==> src/rtl/arb4_pkg.sv <==
// Shared types and constants for the 4-way round-robin arbiter.
// Holds the FSM state type, requester count and hold default.
package arb4_pkg;

  localparam int NUM_REQ      = 4;
  localparam int HOLD_MAX_DEF = 8;

  typedef enum logic [1:0] {
    IDLE  = 2'd0,
    GRANT = 2'd1,
    GAP   = 2'd2
  } arb_state_t;

  // Nearest active-low request after 'last' wins; 'last' itself is tried last.
  function automatic logic [1:0] rr_pick(
    input logic [1:0] last,
    input logic [3:0] req_l
  );
    logic [1:0] idx;
    rr_pick = last;
    for (int k = NUM_REQ; k >= 1; k--) begin
      idx = last + 2'(k);
      if (!req_l[idx]) rr_pick = idx;
    end
  endfunction

endpackage

==> src/rtl/dec2to4_l.sv <==
// 2-to-4 decoder with active-low enable and active-low outputs.
// Drives the grant lines from registered owner/state only.
module dec2to4_l (
  input  logic       en_l,
  input  logic [1:0] sel,
  output logic [3:0] y_l
);

  always_comb begin
    y_l = 4'b1111;
    if (!en_l) y_l[sel] = 1'b0;
  end

endmodule

==> src/rtl/arb4_rr_ctrl.sv <==
// 4-requester round-robin arbiter, IDLE/GRANT/GAP FSM.
// Define ARB_TIMEOUT_EN to cap ownership at HOLD_MAX grant cycles.
module arb4_rr_ctrl
  import arb4_pkg::*;
#(
  parameter int HOLD_MAX = HOLD_MAX_DEF
) (
  input  logic       CLK,
  input  logic       RESET_L,
  input  logic [3:0] REQ_L,
  output logic [3:0] GNT_L,
  output logic [1:0] OWNER,
  output logic       BUSY
);

  arb_state_t state_q, state_d;
  logic [1:0] owner_q, owner_d;
  logic [1:0] last_q, last_d;
  logic [1:0] win;
  logic       any_req;
  logic       hold_done;

  if (HOLD_MAX < 2 || HOLD_MAX > 255) begin : g_bad_hold
    $error("HOLD_MAX out of range 2..255");
  end

`ifdef ARB_TIMEOUT_EN
  logic [7:0] hold_q;

  always_ff @(posedge CLK or negedge RESET_L) begin
    if (!RESET_L) begin
      hold_q <= 8'd0;
    end else if (state_q != GRANT) begin
      hold_q <= 8'd0;
    end else begin
      hold_q <= hold_q + 8'd1;
    end
  end

  assign hold_done = (hold_q == 8'(HOLD_MAX - 1));
`else
  assign hold_done = 1'b0;
`endif

  assign any_req = ~&REQ_L;
  assign win     = rr_pick(last_q, REQ_L);

  always_ff @(posedge CLK or negedge RESET_L) begin
    if (!RESET_L) begin
      state_q <= IDLE;
      owner_q <= 2'b00;
      last_q  <= 2'b11;
    end else begin
      state_q <= state_d;
      owner_q <= owner_d;
      last_q  <= last_d;
    end
  end

  always_comb begin
    state_d = state_q;
    owner_d = owner_q;
    last_d  = last_q;
    unique case (state_q)
      IDLE, GAP: begin
        if (any_req) begin
          state_d = GRANT;
          owner_d = win;
          last_d  = win;
        end else begin
          state_d = IDLE;
        end
      end
      GRANT: begin
        if (REQ_L[owner_q] || hold_done) state_d = GAP;
      end
      default: state_d = IDLE;
    endcase
  end

  dec2to4_l u_dec (
    .en_l (state_q != GRANT),
    .sel  (owner_q),
    .y_l  (GNT_L)
  );

  assign OWNER = owner_q;
  assign BUSY  = (state_q == GRANT);

endmodule
==> config.mk <==
export PLATFORM = sky130hd
export DESIGN_NAME = arb4_rr_ctrl
export DESIGN_NICKNAME = d
export VERILOG_FILES = /design/src/rtl/arb4_pkg.sv /design/src/rtl/dec2to4_l.sv /design/src/rtl/arb4_rr_ctrl.sv
export SDC_FILE = /design/constraint.sdc
export NUM_CORES = 1
export LEC_CHECK = 0
export CORE_AREA = 3 3 40 42
export DETAILED_ROUTE_END_ITERATION = 8
export DIE_AREA = 0 0 43 45
export MAX_ROUTING_LAYER = met4
export PLACE_DENSITY = 0.66
export SYNTH_ARGS = -nofsm -noshare
export SYNTH_HDL_FRONTEND = slang
export SYNTH_SLANG_ARGS = --single-unit
==> constraint.sdc <==
create_clock -name CLK -period 1.7 [get_ports CLK]
set_clock_uncertainty 0.2 [all_clocks]
set_input_delay 0.17 -clock CLK [delete_from_list [all_inputs] [get_ports CLK]]
set_output_delay 0.17 -clock CLK [all_outputs]
set_load 0.05 [all_outputs]
==> flow_metrics.py <==
metrics = {
    "timing": {
        "setup_viol_count_final": 0,
        "max-slew-margin-rel": 0.783,
        "worstMarginPinSlew_ps": 322,
        "setup_repair_after_global_routing_missed_its_margin": "false",
        "final.min_clock_period_ps": 1650,
        "max_clock_freq_mhz": 608,
        "layout_worst_path_cycle_share": 0.968,
        "report.final.slew_viol_count": 0,
        "report.final.hold_viol_count": 0,
    },
    "cells_and_area": {
        "final_std_cell_area_no_fill_um2": 678,
        "finish.net_count": 67,
        "layout-drive-gt1-share": 0.433,
        "antenna_cells_inserted": 0,
        "layout.core_utilization": 0.528,
        "filler_cells_inserted": 129,
        "final-instance-count-excl-fill": 75,
        "syn_to_final_growth_pct": 67.8,
    },
    "routing": {
        "vias": 387,
        "dr.pass1.iters": 4,
        "routed_wirelength_mm": 1.08,
        "detailed_route_vias_per_instance": 5.16,
        "drt_iter0_markers": 2,
        "routedWlPerCell_um": 14.4,
        "drc": 0,
        "postRouteAntennaNets": 0,
    },
    "power": {
        "p_leak_nw": 0.278,
        "total_power_mw": 1.53,
        "irDropWorstVdd_mv": 0.844,
        "power.density_nw_per_um2": 2260,
    },
    "grt": {
        "grt_start_max_net_pins": 9,
        "antenna_found_initial": 0,
        "first_pass_grt_wire_length_mm": 1.76,
        "number_of_global_route_vias_before_repair": 381,
        "gr-total-overflow": 0,
        "grt_use_total": 0.137,
    },
    "floorplan": {
        "dieHeight_um": 45,
        "total_i_o_pin_count": 13,
        "floorplan.die.width_um": 43,
        "placement_rows": 13,
        "placeableCoreArea_um2": 1280,
        "dieArea_um2": 1940,
        "initial_core_util": 0.315,
    },
    "synthesis": {
        "edff_count_synth": 0,
        "ys_dominant_reg_cell": "dfrtp_1",
        "syn-mean-instance-area_um2": 10.1,
        "synth-seq-area-share": 0.378,
        "synth.net_count": 46,
        "ys.warnings.count": 0,
        "post_synth_inst_count": 40,
        "synth.cell_area_um2": 404,
        "flop_and_latch_count_out_of_synthesis": 6,
        "synth.lib_cells_used.distinct": 27,
        "asyncSetResetFlopFracSynth": 1.00,
    },
    "setup_path": {
        "arr_time_crit_path_ps": 1280,
        "crit_path_capture_type": "output port",
        "timing.setup.critical_path_class": "flip-flop to output port",
        "crit_required_ps": 1330,
        "crit_fanout": 7,
        "nature_of_the_critical_path_startpoint": "flip-flop",
    },
    "clock_network": {
        "clk_latency_ps": 250,
        "cts_tree": "built",
        "cts_made_buffers": 3,
        "cts.sink_count": 6,
        "cts.reportedPaths.clkPinSlew_ps": 50,
        "clockBufferDepth": 2,
        "h-tree-depth": 1,
        "cts.root.buffer_cell": "clkbuf_4",
    },
    "run_status": {
        "outcome": "completed",
    },
    "place": {
        "place.port_buffers": 12,
        "dp.cells": 70,
        "hpwl_um": 804,
        "placement.cell_area_um2": 624,
        "routabilityCongestion": 0.805,
    },
    "hold_path": {
        "hold_path.class": "flip-flop to flip-flop",
    },
    "job": {
        "maxCapViolations": 0,
    },
}
==> layout by cell type (no fill, tap or decap), types with 3 or more instances in the layout <==
cell / count
buf_12: 6
clkdlybuf4s50_1: 5
buf_4: 4
nor2_1: 3
nand2_1: 3
nand3_1: 3
clkbuf_4: 3
==> flip-flops by register name, summed over array words and instances (netlist names) <==
signal	cells
OWNER	2
last_q	2
state_q	2
==> kinds of logic (layout without fill, tap and decap cells) <==
group,count (synthesis),in the layout,synth area share
simple gates,17,17,0.232
compound gates,12,12,0.238
flops,6,6,0.378
mux,2,2,0.0929
buf+inv,2,22,0.0371
xor+xnor,1,1,0.0217
==> per-layer routing <==
metal | GRT usage | vias to the layer above | part of all wire
li1 | - | 189 | -
met1 | 0.156 | 188 | 0.44
met2 | 0.204 | 8 | 0.51
met3 | 0.0359 | 2 | 0.031
met4 | 0.108 | 0 | 0.022
met5 | - | - | 0
==> what timing repair did <==
item / in CTS / in global routing
buffers inserted: 0 / 0
endpoints found under the setup margin: 3 / 1
hold endpoints to repair: 4 / 0
gates resized for setup: 2 / 3
hold buffers: 1 / 0
==> cell usage after synthesis, types with 2 or more instances <==
library cell  n  area (um2)
nand2_1       3        11.3
o211ai_2      2        25.0
nand3b_1      2        15.0
dfstp_2       2        52.6
nor2_1        3        11.3
nand3_1       3        15.0
dfrtp_1       4         100
o21ai_1       2        10.0
==> area by class of cell <==
type	count	area [um2]	area share
sequential	6	155	0.229
clock buffer	4	26.3	0.0387
timing repair buffer	17	221	0.327
multi-input combinational	32	249	0.367
inverter	1	7.51	0.0111
tap	15	18.8	0.0277
==> report_power, final <==
group / leakage, nW / internal (mW) / switching (mW)
Combinational: 0.196 / 0.510 / 0.508
Clock: 0.0150 / 0.0893 / 0.0582
Sequential: 0.0669 / 0.240 / 0.126
Total: 0.278 / 0.839 / 0.693
==> final timing paths <==
| kind | startpoint | to | slack (ps) | cells after the start |
|---|---|---|---|---|
| worst max-delay path | OWNER[1] | GNT_L[0] | 50 | 2 |
| worst min-delay path | last_q[0] | last_q[0] | 310 | 2 |
| worst max register to register | last_q[1] | OWNER[1] | 90 | 4 |
| worst min register to register | last_q[0] | last_q[0] | 310 | 2 |
| max in group asynchronous | RESET_L | last_q[0] | 500 | 2 |
| min in group asynchronous | RESET_L | state_q[1] | 520 | 2 |
==> worst max-delay path: stages, from the launching register on <==
cell,delay [ps]
dfrtp_2,480
or3_4,390
buf_6,160
==> per-stage QoR <==
stage	TNS (ps)	hold slack (ps)	setup WS [ps]
2_1_floorplan	0	-326	1.54
3_3_place_gp	-23.2	230	-23.2
3_5_place_dp	-46.4	232	-37.0
4_1_cts	0	309	5.60
5_1_grt	0	339	12.8
6_report	0	310	54.4
(Power assumes the default switching activity.)
